--- src/rtl/io_cpx_req_sched.sv ---
// io_cpx_req_sched: queues IO return-packet destination vectors and issues per-core CPX
// requests under a per-core credit limit. Define IO_CPX_REQ_TIMEOUT_EN for the ungranted-request watchdog.
module io_cpx_req_sched #(
    parameter int DEPTH   = 4,
    parameter int MAX_OUT = 2,
    parameter int TIMEOUT = 255
) (
    input  logic       rclk,
    input  logic       reset,
    input  logic       enq_vld,
    input  logic [7:0] enq_dest,
    output logic       enq_rdy,
    output logic [7:0] io_cpx_req_cq,
    input  logic [7:0] cpx_io_grant_ca,
    output logic       pkt_issue,
    output logic [7:0] out_cnt_nz,
    output logic       grant_err,
    output logic       timeout_err
);
    localparam int          AW       = $clog2(DEPTH);
    localparam logic [1:0]  CMAX     = 2'(MAX_OUT);
    localparam logic [AW:0] OCC_FULL = (AW+1)'(DEPTH);

    if (DEPTH < 2 || (DEPTH & (DEPTH - 1)) != 0) begin : g_chk_depth
        $error("DEPTH must be a power of 2 and at least 2");
    end
    if (MAX_OUT < 1 || MAX_OUT > 3) begin : g_chk_max_out
        $error("MAX_OUT must be in 1..3");
    end
    if (TIMEOUT < 1 || TIMEOUT > 255) begin : g_chk_timeout
        $error("TIMEOUT must be in 1..255");
    end

    logic [7:0]    fifo_mem [DEPTH];
    logic [AW-1:0] wr_ptr;
    logic [AW-1:0] rd_ptr;
    logic [AW:0]   occ;
    logic [1:0]    cnt      [8];
    logic [1:0]    cnt_next [8];
    logic [7:0]    head;
    logic [7:0]    spurious;
    logic [7:0]    nz_next;
    logic          full;
    logic          empty;
    logic          enq_fire;
    logic          issue;

    assign head     = fifo_mem[rd_ptr];
    assign empty    = (occ == '0);
    assign full     = (occ == OCC_FULL);
    assign enq_rdy  = !full;
    assign enq_fire = enq_vld && !full && (enq_dest != 8'h00);

    // A multi-hot head issues only when every addressed core has a free credit
    always_comb begin
        issue = !empty;
        for (int i = 0; i < 8; i++) begin
            if (head[i] && (cnt[i] >= CMAX)) issue = 1'b0;
        end
    end

    always_comb begin
        spurious = '0;
        nz_next  = '0;
        for (int i = 0; i < 8; i++) begin
            cnt_next[i] = cnt[i];
            if (issue && head[i]) cnt_next[i] = cnt_next[i] + 2'd1;
            if (cpx_io_grant_ca[i]) begin
                if (cnt[i] == 2'd0) spurious[i] = 1'b1;
                else                cnt_next[i] = cnt_next[i] - 2'd1;
            end
            nz_next[i] = (cnt_next[i] != 2'd0);
        end
    end

    always_ff @(posedge rclk) begin
        if (enq_fire) fifo_mem[wr_ptr] <= enq_dest;
    end

    always_ff @(posedge rclk) begin
        if (reset) begin
            wr_ptr        <= '0;
            rd_ptr        <= '0;
            occ           <= '0;
            io_cpx_req_cq <= '0;
            pkt_issue     <= 1'b0;
            out_cnt_nz    <= '0;
            grant_err     <= 1'b0;
            for (int i = 0; i < 8; i++) cnt[i] <= '0;
        end else begin
            if (enq_fire) wr_ptr <= wr_ptr + AW'(1);
            if (issue)    rd_ptr <= rd_ptr + AW'(1);
            case ({enq_fire, issue})
                2'b10:   occ <= occ + (AW+1)'(1);
                2'b01:   occ <= occ - (AW+1)'(1);
                default: occ <= occ;
            endcase
            io_cpx_req_cq <= issue ? head : 8'h00;
            pkt_issue     <= issue;
            out_cnt_nz    <= nz_next;
            grant_err     <= grant_err | (|spurious);
            for (int i = 0; i < 8; i++) cnt[i] <= cnt_next[i];
        end
    end

`ifdef IO_CPX_REQ_TIMEOUT_EN
    localparam logic [7:0] TO_LIM = 8'(TIMEOUT);

    logic [7:0] age      [8];
    logic [7:0] age_next [8];
    logic       age_hit;

    // Age restarts on an idle core or any grant, so it measures time since the last credit return
    always_comb begin
        age_hit = 1'b0;
        for (int i = 0; i < 8; i++) begin
            if ((cnt[i] == 2'd0) || cpx_io_grant_ca[i]) age_next[i] = '0;
            else if (age[i] != 8'hFF)                   age_next[i] = age[i] + 8'd1;
            else                                        age_next[i] = age[i];
            if (age_next[i] >= TO_LIM) age_hit = 1'b1;
        end
    end

    always_ff @(posedge rclk) begin
        if (reset) begin
            timeout_err <= 1'b0;
            for (int i = 0; i < 8; i++) age[i] <= '0;
        end else begin
            timeout_err <= timeout_err | age_hit;
            for (int i = 0; i < 8; i++) age[i] <= age_next[i];
        end
    end
`else
    assign timeout_err = 1'b0;
`endif

endmodule

--- config.mk ---
export PLATFORM = sky130hd
export DESIGN_NAME = io_cpx_req_sched
export DESIGN_NICKNAME = d
export VERILOG_FILES = /design/src/rtl/io_cpx_req_sched.sv
export SDC_FILE = /design/constraint.sdc
export NUM_CORES = 1
export LEC_CHECK = 0
export BUFFER_PORTS_ARGS = -buffer_cell sky130_fd_sc_hd__clkbuf_2
export CORE_UTILIZATION = 50
export CTS_CLUSTER_DIAMETER = 200
export DETAILED_ROUTE_END_ITERATION = 7
export PLACE_DENSITY = 0.72
export REMOVE_ABC_BUFFERS = 1
export SLEW_MARGIN = 30
export SYNTH_ARGS = -nofsm -noshare
export SYNTH_HDL_FRONTEND = slang
export SYNTH_SLANG_ARGS = --single-unit
--- constraint.sdc ---
create_clock -name rclk -period 3.3 [get_ports rclk]
set_clock_uncertainty 0.15 [all_clocks]
set_input_delay 0.165 -clock rclk [delete_from_list [all_inputs] [get_ports rclk]]
set_output_delay 0.165 -clock rclk [all_outputs]
set_load 0.005 [all_outputs]
# After elaboration in Yosys (flattened, before gate mapping)
# Memory sizes are Yosys's and may differ from the RTL's. A register that Yosys moved wholly into a read port is not among the register bits.
# Cells that the tools add are included.
# Widths: inputs -> output; s select.
[word_totals] input_bits=19 ram_bits=48 output_inout_bits=20 register_bits=25 mem_count=2
[classes] n_bitwise=10 muxes=64 magnitude_cmp=8 addsub=20 reduce_logical=41 eq_ne=3
[mem_list] name="fifo_mem" depth=4 word_bits=8 read_ports=1 rd_clocked_by_memory_dff=1 write_ports=1 line_no="34" rtl="logic [7:0] fifo_mem [DEPTH];"
[mem_list] name="cnt" depth=8 word_bits=2 read_ports=8 rd_clocked_by_memory_dff=0 write_ports=8 line_no="38" rtl="logic [1:0] cnt [8];"
[ops] operator="$mux 2" count=34
[ops] operator="$mux 1" count=29
[ops] operator="$add 2x1->2 const B" count=10
[ops] operator="$logic_and 1x1->1" count=18
[ops] operator="$reduce_bool 2->1" count=9
[ops] operator="$ge 2x2->1 const B" count=8
[ops] operator="$logic_not 2->1" count=8
[ops] operator="$sub 2x1->2 const B" count=8
[ops] operator="$or 1x1->1" count=9
[ops] operator="$reduce_bool 8->1" count=1
[ops] operator="$reduce_or 8->1" count=1
[ops] operator="$pmux 3 s2" count=1
[ops] operator="$add 3x1->3 const B" count=1
[ops] operator="$eq 3x3->1 const B" count=1
[ops] operator="$logic_not 3->1" count=1
[ops] operator="$sub 3x1->3 const B" count=1
[ops] operator="$eq 2x1->1 const B" count=1
[ops] operator="$eq 2x2->1 const B" count=1
[ops] operator="$logic_not 1->1" count=2
[ops] operator="$reduce_or 2->1" count=1
[ops] operator="$not 1->1" count=1

# Depth between registers and ports, before layout
# Gate-level depths: netlist of the first run.
# An unclocked memory read counts as a cell.
[logic_depth] word_depth=17 mapped_depth=15 mapped_depth_nobuf=13

# Worst setup path after synthesis of the first run
# Ideal clock, no wire load.
[synth_timing] path_type="register to register" from="memory cnt[6][0], in the netlist cnt[1][4]" to="register occ[2]" setup_slack_ns=0.096 arrival_time_ns=2.983 synth_period_minus_slack_ns=3.204 setup_time_ns=0.071 required_time_ns=3.079 path_stages_with_launch=16 path_cell_list="dfxtp_1 > inv_1 > ha_1 > o21ba_1 > a22o_1 > nor4_4 > nand3b_2 > buf_6 > buf_6 > inv_1 > ha_1 > inv_1 > fa_1 > xor2_1 > or3_1 > a21oi_1"
[synth_lines] item="start, declared" line_no="38"
[synth_lines] item="end signal, assigned" line_no="94" rtl="2'b10: occ <= occ + (AW+1)'(1);"
[synth_lines] item="end signal, assigned" line_no="95" rtl="2'b01: occ <= occ - (AW+1)'(1);"
[synth_lines] item="end, declared" line_no="37" rtl="logic [AW:0] occ;"

==> results of run 1 <==
-- worst min-delay path, delay by kind of cell --
family,cells,cell delay (ps)
AO/OA/AOI/OAI,2,230
buffers and inverters,1,80
-- layout by cell type (no fill, tap or decap), types with 2 or more instances in the layout --
cell type and instances:
mux2i_1 12, clkbuf_8 9, o22ai_2 3, o32ai_1 3, edfxtp_1 32, inv_1 26
mux2_1 7, and3_1 5, o21ba_1 2, nor2_1 53, xor2_1 9, nor4_2 3
clkbuf_2 37, buf_4 5, dfxtp_1 42, o21ai_0 12, nor2b_1 8, nor4_4 2
xnor2_1 12, mux2_2 5, clkinvlp_4 3, dlygate4sd3_1 9, nand2_1 9, and2_1 6
nand3_1 12, a21oi_1 13, a22o_1 2, a31oi_1 2, or3_1 11, o21bai_1 3
nor4_1 5, ha_1 21, o22ai_1 5, nor3_1 8
-- path summary, 6_finish.rpt --
kind,from,to,depth (start not counted)
worst max-delay path,cnt[1][2]$_SDFF_PP0_,occ[2]$_SDFFE_PP0P_,13
worst max register to register,cnt[1][2]$_SDFF_PP0_,occ[2]$_SDFFE_PP0P_,13
worst min register to register,cnt[0][6]$_SDFF_PP0_,cnt[0][7]$_SDFF_PP0_,2
worst min-delay path,cpx_io_grant_ca[4],grant_err$_SDFF_PP0_,3
-- logic make-up after synthesis --
group | Yosys count | share of synthesized area
buf+inv | 38 | 0.0459
mux | 26 | 0.0761
fa+ha+maj | 22 | 0.0735
flops | 75 | 0.473
xor+xnor | 21 | 0.0478
compound gates | 56 | 0.106
simple gates | 128 | 0.177
other cells | 1 | 0.000975
-- cells in the mapped netlist, types with 3 or more instances --
master    instances
a21oi_1          13
and2_1            6
and3_1            5
buf_6             4
clkbuf_1          7
dfxtp_1          43
edfxtp_1         32
ha_1             21
inv_1            26
mux2_1            7
mux2_2            5
mux2i_1          12
nand2_1           9
nand3_1          12
nor2_1           53
nor2b_1           8
nor3_1            8
nor4_1            5
nor4_2            3
o21ai_0          12
o21bai_1          3
o22ai_1           5
o22ai_2           3
o32ai_1           3
or3_1            11
xnor2_1          12
xor2_1            9
-- final cells by class --
| class | count | area [um2] |
|---|---|---|
| fill | 624 | 2930 |
| multi-input combinational | 254 | 1850 |
| inverter | 26 | 97.6 |
| clock buffer | 10 | 128 |
| sequential | 75 | 1820 |
| clock inverter | 6 | 66.3 |
| timing repair buffer | 51 | 313 |
| tap | 99 | 124 |
-- metal layers --
metal / up-vias / routed length, um / track usage
met5: - / 0 / 0
met4: 0 / 108 / 0.0697
met3: 10 / 280 / 0.0364
met2: 65 / 3510 / 0.315
met1: 1299 / 3630 / 0.267
li1: 1403 / - / -
-- per-stage QoR --
step	setup slack (ps)	setup TNS, ps
6_report	196	0
5_1_grt	28.5	0
4_1_cts	198	0
3_5_place_dp	204	0
3_3_place_gp	328	0
2_1_floorplan	-223	-223
-- power breakdown --
group / switching, uW / internal [uW] / leakage [uW]
registers: 131 / 1170 / 0.000647
clock network: 339 / 349 / 0.0000885
logic: 980 / 747 / 0.000936
-- what timing repair did --
action	4_1_cts	5_1_grt
hold endpoints to repair	33	0
endpoints found under the setup margin	0	1
gates resized for setup	0	1
hold buffers	9	0
-- registers in the layout, indices dropped and copies added (netlist names), named ones only --
signal,count
out_cnt_nz,8
rd_ptr,2
wr_ptr,2
pkt_issue,1
io_cpx_req_cq,8
cnt,16
fifo_mem,32
grant_err,1
occ,3
==> flow_metrics.py, run 1 <==
metrics = {
    "worst_setup_path": {
        "criticalPathCategory": "flip-flop to flip-flop",
        "crit_buf_inv": 3,
        "cp.required_ps": 3420,
        "crit_fanout": 4,
        "crit_chain": "inv_1 -> ha_1 -> o21ai_0 -> o22ai_1 -> nor4_4 -> nand3b_2 -> inv_1 -> ha_1 -> inv_1 -> fa_1 -> xor2_1 -> or3_1 -> a21oi_1",
        "worst_path_most_repeated_cell": "inv_1",
        "critPathMaxStageDelay_ps": 440,
        "slowest_stage": "dfxtp_1",
        "reg2reg_slack_ps": 200,
        "critPathLaunchType": "flip-flop",
        "cp_top_family": "simple AND/OR/NAND/NOR gates",
        "worstPathArrival_ps": 3220,
        "crit_path_end_kind": "flip-flop",
    },
    "synth": {
        "ys_ff_latch": 75,
        "synth_area_leaders": "edfxtp_1 25%, dfxtp_1 22%, ha_1 6.8%",
        "syn-cell-area_mm2": 0.00385,
        "synth_ff_type": "dfxtp_1",
        "synth-edff-count": 32,
        "yosys.area.top_type_share": 0.250,
        "yosysSeqAreaShare": 0.473,
        "synth_cell_types": 53,
        "yosys_warnings": 0,
        "synthCells": 367,
        "ys_async_sr_fraction": 0,
        "yosysTopAreaCell": "edfxtp_1",
        "synth.avg_cell_area_um2": 10.5,
    },
    "grt": {
        "grt_max_degree": 26,
        "grt_pass1_wl_um": 12600,
        "grt_usage": 0.197,
        "grt_pass1_vias": 2671,
        "overflow": 0,
        "antenna_found_initial": 0,
    },
    "finish": {
        "final_cell_count_no_fill": 521,
        "nNetsFinal": 458,
        "drive_gt1_frac": 0.190,
        "stdcell_area_mm2": 0.00440,
        "antenna_cells": 0,
        "finish.utilization": 0.600,
        "synthToLayoutAreaGrowth_pct": 14.4,
    },
    "sta": {
        "setup_viol": 0,
        "worst_slew_pin_slew_ps": 663,
        "layout_min_cycle_time_ps": 3100,
        "grt_setup_unrepaired": "no",
        "min_period_over_period": 0.941,
        "slew_violations": 0,
        "whs_ps": 37.3,
        "finalHoldViolCount": 0,
        "slew_headroom": 0.553,
        "fmax_mhz": 322,
    },
    "clocking": {
        "htree_num_levels": 3,
        "cts_setup_buffers": 0,
        "cts_tree": "built",
        "cts.sinks": 75,
        "cts.clk_slew.worst_paths_ps": 80,
        "cts_buffers": 9,
        "clock_path_buffers": 2,
        "clk_latency_ps": 340,
        "cts_root_buffer": "clkbuf_8",
    },
    "placed_design": {
        "placed_cell_area_mm2": 0.00412,
        "placedCellCount": 496,
        "io_buffers": 37,
        "gp_congestion": 0.775,
        "dp_hpwl_um": 5500,
    },
    "drt": {
        "drtIter0Drc": 112,
        "viasPerCell": 5.33,
        "drc_errors": 0,
        "post_drt_wl_per_cell_um": 14.4,
        "postRouteAntennaNets": 0,
        "routed_wl_um": 7530,
        "dr.pass1.iters": 5,
        "vias": 2777,
    },
    "flow_run": {
        "cap_violations": 0,
    },
    "die": {
        "coreArea_mm2": 0.00733,
        "boundaryPins": 39,
        "rows": 31,
        "die_y_um": 89.7,
        "start_util": 0.525,
        "die_width_um": 89.7,
        "die_area_mm2": 0.00805,
    },
    "status": {
        "status": "completed",
    },
    "hold_path": {
        "hp-class": "input pin to flip-flop",
    },
    "pwr": {
        "p_per_area_mw_per_mm2": 845,
        "p_leak_uw": 0.00167,
        "ir_drop_uv": 346,
        "power_uw": 3720,
    },
}
Power figures use the tool's default switching activity.
==> run 2, diff against run 1 <==
--- a/config.mk
+++ b/config.mk
@@ -5,6 +5,7 @@
 export SDC_FILE = /design/constraint.sdc
 export NUM_CORES = 1
 export LEC_CHECK = 0
+export ABC_AREA = 1
 export BUFFER_PORTS_ARGS = -buffer_cell sky130_fd_sc_hd__clkbuf_2
 export CORE_UTILIZATION = 50
 export CTS_CLUSTER_DIAMETER = 200
==> run 2 against run 1 <==
Hold slack improved by 11 ps; first-iteration DRC count grew 17%; final area shrank 0.68%; register-to-register slack gained 220 ps; maximum frequency increased by 7.7%; die area shrank 0.86%; sequential share of layout area increased by 0.28 points; wire length is 1.6% higher; critical path type unchanged; critical endpoint unchanged; largest cell class is now sequential cells.
==> flow_metrics.py, run 2 <==
metrics = {
    "sta": {
        "min_period_over_period": 0.873,
        "grt_setup_unrepaired": "no",
        "setup_slack_ps": 419,
        "slew_violations": 0,
        "fmax_mhz": 347,
        "layout_min_cycle_time_ps": 2880,
        "slew_headroom": 0.495,
        "tns_ps": 0,
        "finalHoldViolCount": 0,
        "worst_slew_pin_slew_ps": 755,
        "setup_viol": 0,
    },
    "finish": {
        "nNetsFinal": 531,
        "largestRegisters": "fifo_mem (32), cnt (16)",
        "top_register": "fifo_mem",
        "layout_common_cells": "105 x nand2_1, 68 x nand3_1, 54 x inv_1, 42 x dfxtp_1, 37 x clkbuf_2",
        "drive_gt1_frac": 0.158,
        "stdcell_area_mm2": 0.00437,
        "antenna_cells": 0,
        "final_cell_count_no_fill": 594,
        "finish.utilization": 0.596,
        "largest_reg_flops": 32,
        "synthToLayoutAreaGrowth_pct": 14.6,
        "layout_commonest_cell": "nand2_1",
    },
    "synth": {
        "synth_ff_type": "dfxtp_1",
        "yosysSeqAreaShare": 0.478,
        "yosysTopAreaCell": "edfxtp_1",
        "synth.most_common_cell": "nand2_1",
        "synthCells": 441,
        "synth_common_cells": "105 x nand2_1, 68 x nand3_1, 54 x inv_1",
        "synth-edff-count": 32,
        "ys_ff_latch": 75,
        "yosys_warnings": 0,
        "ys_async_sr_fraction": 0,
        "synth_cell_types": 35,
        "syn-cell-area_mm2": 0.00381,
        "synth.avg_cell_area_um2": 8.65,
        "yosys.area.top_type_share": 0.252,
        "synth_area_leaders": "edfxtp_1 25%, dfxtp_1 23%, nand2_1 10%",
    },
    "clocking": {
        "cts_buffers": 9,
        "cts.sinks": 75,
        "clock_path_buffers": 2,
        "cts_root_buffer": "clkbuf_8",
        "cts_tree": "built",
        "htree_num_levels": 3,
        "clk_latency_ps": 360,
        "cts.clk_slew.worst_paths_ps": 80,
    },
    "die": {
        "coreArea_mm2": 0.00733,
        "rows": 31,
        "start_util": 0.520,
        "die_y_um": 89.3,
        "die_area_mm2": 0.00798,
        "boundaryPins": 39,
        "die_width_um": 89.3,
    },
    "drt": {
        "post_drt_wl_per_cell_um": 12.9,
        "routed_wl_um": 7650,
        "drc_errors": 0,
        "dr.pass1.iters": 4,
        "viasPerCell": 5.04,
        "drtIter0Drc": 131,
        "postRouteAntennaNets": 0,
        "vias": 2994,
    },
    "hold_path": {
        "hp-class": "input pin to flip-flop",
        "worstHoldStart": "reset",
    },
    "worst_setup_path": {
        "cp.required_ps": 3400,
        "critPathLaunchType": "flip-flop",
        "r2r_start": "cnt[1][4]$_SDFF_PP0_",
        "startpoint": "cnt[1][4]$_SDFF_PP0_",
        "crit_path_end_kind": "flip-flop",
        "criticalPathCategory": "flip-flop to flip-flop",
        "worstPathArrival_ps": 2980,
        "crit_fanout": 10,
        "reg2reg_slack_ps": 420,
    },
    "placed_design": {
        "gp_congestion": 0.869,
        "placedCellCount": 568,
        "io_buffers": 37,
        "dp_hpwl_um": 5670,
        "placed_cell_area_mm2": 0.00406,
        "dp_slack_ps": 322,
    },
    "grt": {
        "grt_usage": 0.219,
        "grt_pass1_vias": 2898,
        "grt_pass1_wl_um": 13000,
        "overflow": 0,
        "grt_max_degree": 23,
        "antenna_found_initial": 0,
    },
    "pwr": {
        "ir_drop_uv": 511,
        "p_leak_uw": 0.00211,
        "p_per_area_mw_per_mm2": 891,
    },
    "flow_run": {
        "cap_violations": 0,
    },
    "status": {
        "status": "completed",
    },
}
[run 2: cell count changes in the layout (fill, tap and decap cells not counted), moves of 6 or more]
cell	previous run	this run
mux2_1	7	0
inv_2	0	6
xnor3_1	0	6
mux2i_1	12	0
inv_1	26	54
xnor2_1	12	0
nor2b_1	8	0
nand2_1	9	105
nand3_1	12	68
or3_1	11	0
nor3_1	8	1
nor2_1	53	32
nand4_1	1	8
xor2_1	9	0
[run 2: through the flow]
stage	hold slack (ps)	total power [uW]
floorplan	84.4	2680
global placement	255	3080
detailed placement	264	3130
CTS	37.6	3910
global route	61.9	4240
finish	47.9	3890
[run 2: critical path: stages (launching register included)]
cell and delay (ps):
dfxtp_1 390, inv_1 110, ha_1 200, or2_2 270, nand3_1 100, nand2_2 100, nor2_8 190, nand2_4 70
nor2_4 90, ha_1 150, inv_1 70, fa_1 380, a21oi_1 140, o21ai_0 120, o21ai_0 190, a21oi_1 60
[run 2: logic make-up after synthesis]
group | count (synthesis) | synth area share
AO/OA/AOI/OAI | 27 | 0.0387
XOR/XNOR | 6 | 0.0354
adder cells (fa/ha/maj) | 22 | 0.0741
buffers and inverters | 71 | 0.0801
flip-flops | 75 | 0.478
other | 1 | 0.000983
AND/OR/NAND/NOR | 239 | 0.293
[run 2: where the power goes]
part	internal [uW]	switching, uW	total (uW)
Clock	370	388	758
Combinational	699	1130	1830
Sequential	1180	122	1310
[run 2: timing repair]
item	CTS	global route
setup buffers	0	0
hold buffers	10	0
endpoints found under the hold margin	33	0
setup endpoints to repair	0	1
gates resized for setup	0	1
[run 2: final timing paths]
check,endpoint,depth (start not counted)
hold / removal,io_cpx_req_cq[2]$_SDFF_PP0_,2
hold reg to reg,flip-flop,1
setup reg to reg,occ[2]$_SDFFE_PP0P_,15
setup / recovery,occ[2]$_SDFFE_PP0P_,15
[run 2: area by class of cell]
class	instances	area (um2)
fillers	621	2960
inverters	61	231
well taps	99	124
flip-flops and latches	75	1820
clock buffers	9	124
repair buffers	48	293
clock inverters	7	88.8
multi-input cells	295	1690
[run 2: per-layer routing]
| layer | share of wire | track usage |
|---|---|---|
| met1 | 0.45 | 0.270 |
| met2 | 0.48 | 0.362 |
| met3 | 0.047 | 0.0526 |
| met4 | 0.023 | 0.107 |
| met5 | 0 | 0 |
==> run 3, diff against run 2 <==
--- a/config.mk
+++ b/config.mk
@@ -10,7 +10,7 @@
 export CORE_UTILIZATION = 50
 export CTS_CLUSTER_DIAMETER = 200
 export DETAILED_ROUTE_END_ITERATION = 7
-export PLACE_DENSITY = 0.72
+export PLACE_DENSITY = 0.69
 export REMOVE_ABC_BUFFERS = 1
 export SLEW_MARGIN = 30
 export SYNTH_ARGS = -nofsm -noshare
==> run 3 against run 2 <==
Hold slack worse by 15 ps; die area stayed put; sequential share of layout area is 0.12 points higher; first-iteration DRC count is 5.3% higher; critical path depth stayed put; total power is 1.1% lower; critical endpoint unchanged; largest power group unchanged.
==> flow_metrics.py, run 3 (same netlist as run 2, synthesis figures left out) <==
metrics = {
    "clocking": {
        "ctsResizeCount": 0,
        "cts_tree": "built",
        "cts.sinks": 75,
        "htree_num_levels": 3,
        "cts_root_buffer": "clkbuf_8",
        "clock_path_buffers": 2,
        "cts.clk_slew.worst_paths_ps": 90,
        "cts_setup_buffers": 0,
        "clk_latency_ps": 360,
        "cts_hold_buf": 10,
        "cts_buffers": 9,
    },
    "finish": {
        "nNetsFinal": 531,
        "largest_reg_flops": 32,
        "layout_commonest_cell": "nand2_1",
        "layout_common_cells": "105 x nand2_1, 68 x nand3_1, 54 x inv_1, 43 x dfxtp_1, 37 x clkbuf_2",
        "synthToLayoutAreaGrowth_pct": 14.2,
        "drive_gt1_frac": 0.156,
        "largestRegisters": "fifo_mem (32), cnt (16)",
        "antenna_cells": 0,
        "top_register": "fifo_mem",
    },
    "grt": {
        "overflow": 0,
        "antenna_found_initial": 0,
        "grt_pass1_wl_um": 12700,
        "grt_usage": 0.214,
        "grt_pass1_vias": 2739,
        "grt_max_degree": 23,
    },
    "hold_path": {
        "hp-class": "input pin to flip-flop",
    },
    "die": {
        "start_util": 0.520,
        "boundaryPins": 39,
        "rows": 31,
        "die_area_mm2": 0.00798,
        "die_width_um": 89.3,
        "coreArea_mm2": 0.00733,
        "die_y_um": 89.3,
    },
    "pwr": {
        "power.net_switching_uw": 1670,
        "ir_drop_uv": 422,
        "p_per_area_mw_per_mm2": 884,
        "p_seq_frac": 0.339,
        "p_int_uw": 2180,
        "combinationalPowerShare": 0.480,
        "p_leak_uw": 0.00211,
        "p_sw_frac": 0.433,
        "pwr-share-clk": 0.182,
    },
    "sta": {
        "slew_headroom": 0.484,
        "setup_viol": 0,
        "whs_ps": 33.3,
        "slew_violations": 0,
        "grt_setup_unrepaired": "no",
        "finalHoldViolCount": 0,
        "min_period_over_period": 0.880,
        "tns_ps": 0,
        "fmax_mhz": 345,
        "layout_min_cycle_time_ps": 2900,
        "worst_slew_pin_slew_ps": 773,
    },
    "worst_setup_path": {
        "crit_buf_inv": 2,
        "crit_fanout": 17,
        "worstPathArrival_ps": 3010,
        "crit_path_end_kind": "flip-flop",
        "critPathMaxStageDelay_ps": 660,
        "crit_chain": "inv_4 -> nand2_1 -> nand3_1 -> nand3_1 -> nand2_2 -> nor2_8 -> nand2_4 -> nor2_4 -> ha_1 -> inv_1 -> fa_1 -> a21oi_1 -> o21ai_0 -> o21ai_0 -> a21oi_1",
        "critPathLaunchType": "flip-flop",
        "cp.required_ps": 3410,
        "cp_top_family": "simple AND/OR/NAND/NOR gates",
        "criticalPathCategory": "flip-flop to flip-flop",
        "slowest_stage": "dfxtp_1",
    },
    "placed_design": {
        "dp_hpwl_um": 5710,
        "gp_congestion": 0.842,
        "io_buffers": 37,
    },
    "drt": {
        "viasPerCell": 5.00,
        "route.met2.wl_um": 3480,
        "vias": 2968,
        "routed_wl_um": 7570,
        "routed.top_layer": "met4",
        "postRouteAntennaNets": 0,
        "met3_length_um": 260,
        "wirelength_met1_um": 3680,
        "drc_errors": 0,
        "dr.pass1.iters": 4,
        "post_drt_wl_per_cell_um": 12.7,
        "drtIter0Drc": 138,
    },
    "status": {
        "status": "completed",
    },
    "flow_run": {
        "cap_violations": 0,
    },
}
-- run 3: cell types whose count changed in the layout (fill, tap and decap cells not counted), sizes merged --
cell	before	now
bufinv	1	0
clkinv	0	1
-- run 3: metal layers --
| layer | up-vias | global-route usage |
|---|---|---|
| met1 | 1357 | 0.277 |
| met2 | 62 | 0.345 |
| met5 | - | 0 |
| met4 | 0 | 0.0722 |
| met3 | 12 | 0.0609 |
| li1 | 1537 | - |
-- run 3: worst paths after layout --
path,from,end,slack (ps),cells past startpoint
max,flip-flop,occ[2]$_SDFFE_PP0P_,400,15
min,reset,io_cpx_req_cq[1]$_SDFF_PP0_,30,2
max reg2reg,flip-flop,occ[2]$_SDFFE_PP0P_,400,15
min reg2reg,occ[0]$_SDFFE_PP0P_,occ[0]$_SDFFE_PP0P_,340,1
-- run 3: area by class of cell --
class                   count  area, um2
clock buffers               9        124
clock inverters             7       75.1
fillers                   644       2980
inverters                  61        231
multi-input cells         295       1690
flip-flops and latches     75       1820
well taps                  99        124
repair buffers             48        293
-- run 3: power by group through the flow --
| stage | clock, uW | combinational (uW) | sequential, uW |
|---|---|---|---|
| global placement | 0 | 1780 | 1320 |
| global route | 758 | 2110 | 1330 |
| CTS | 717 | 1840 | 1310 |
| finish | 700 | 1850 | 1300 |
| floorplan | 0 | 1370 | 1310 |
| detailed placement | 0 | 1820 | 1330 |
-- run 3: through the flow --
stage	cells	utilization	area (um2)	total power, uW	worst slack, ps
finish	594	0.594	4360	3850	398
CTS	594	0.594	4360	3860	416
global route	594	0.594	4360	4200	104
detailed placement	568	0.553	4060	3150	444
global placement	568	0.553	4060	3100	544
floorplan	431	-	3740	2680	433
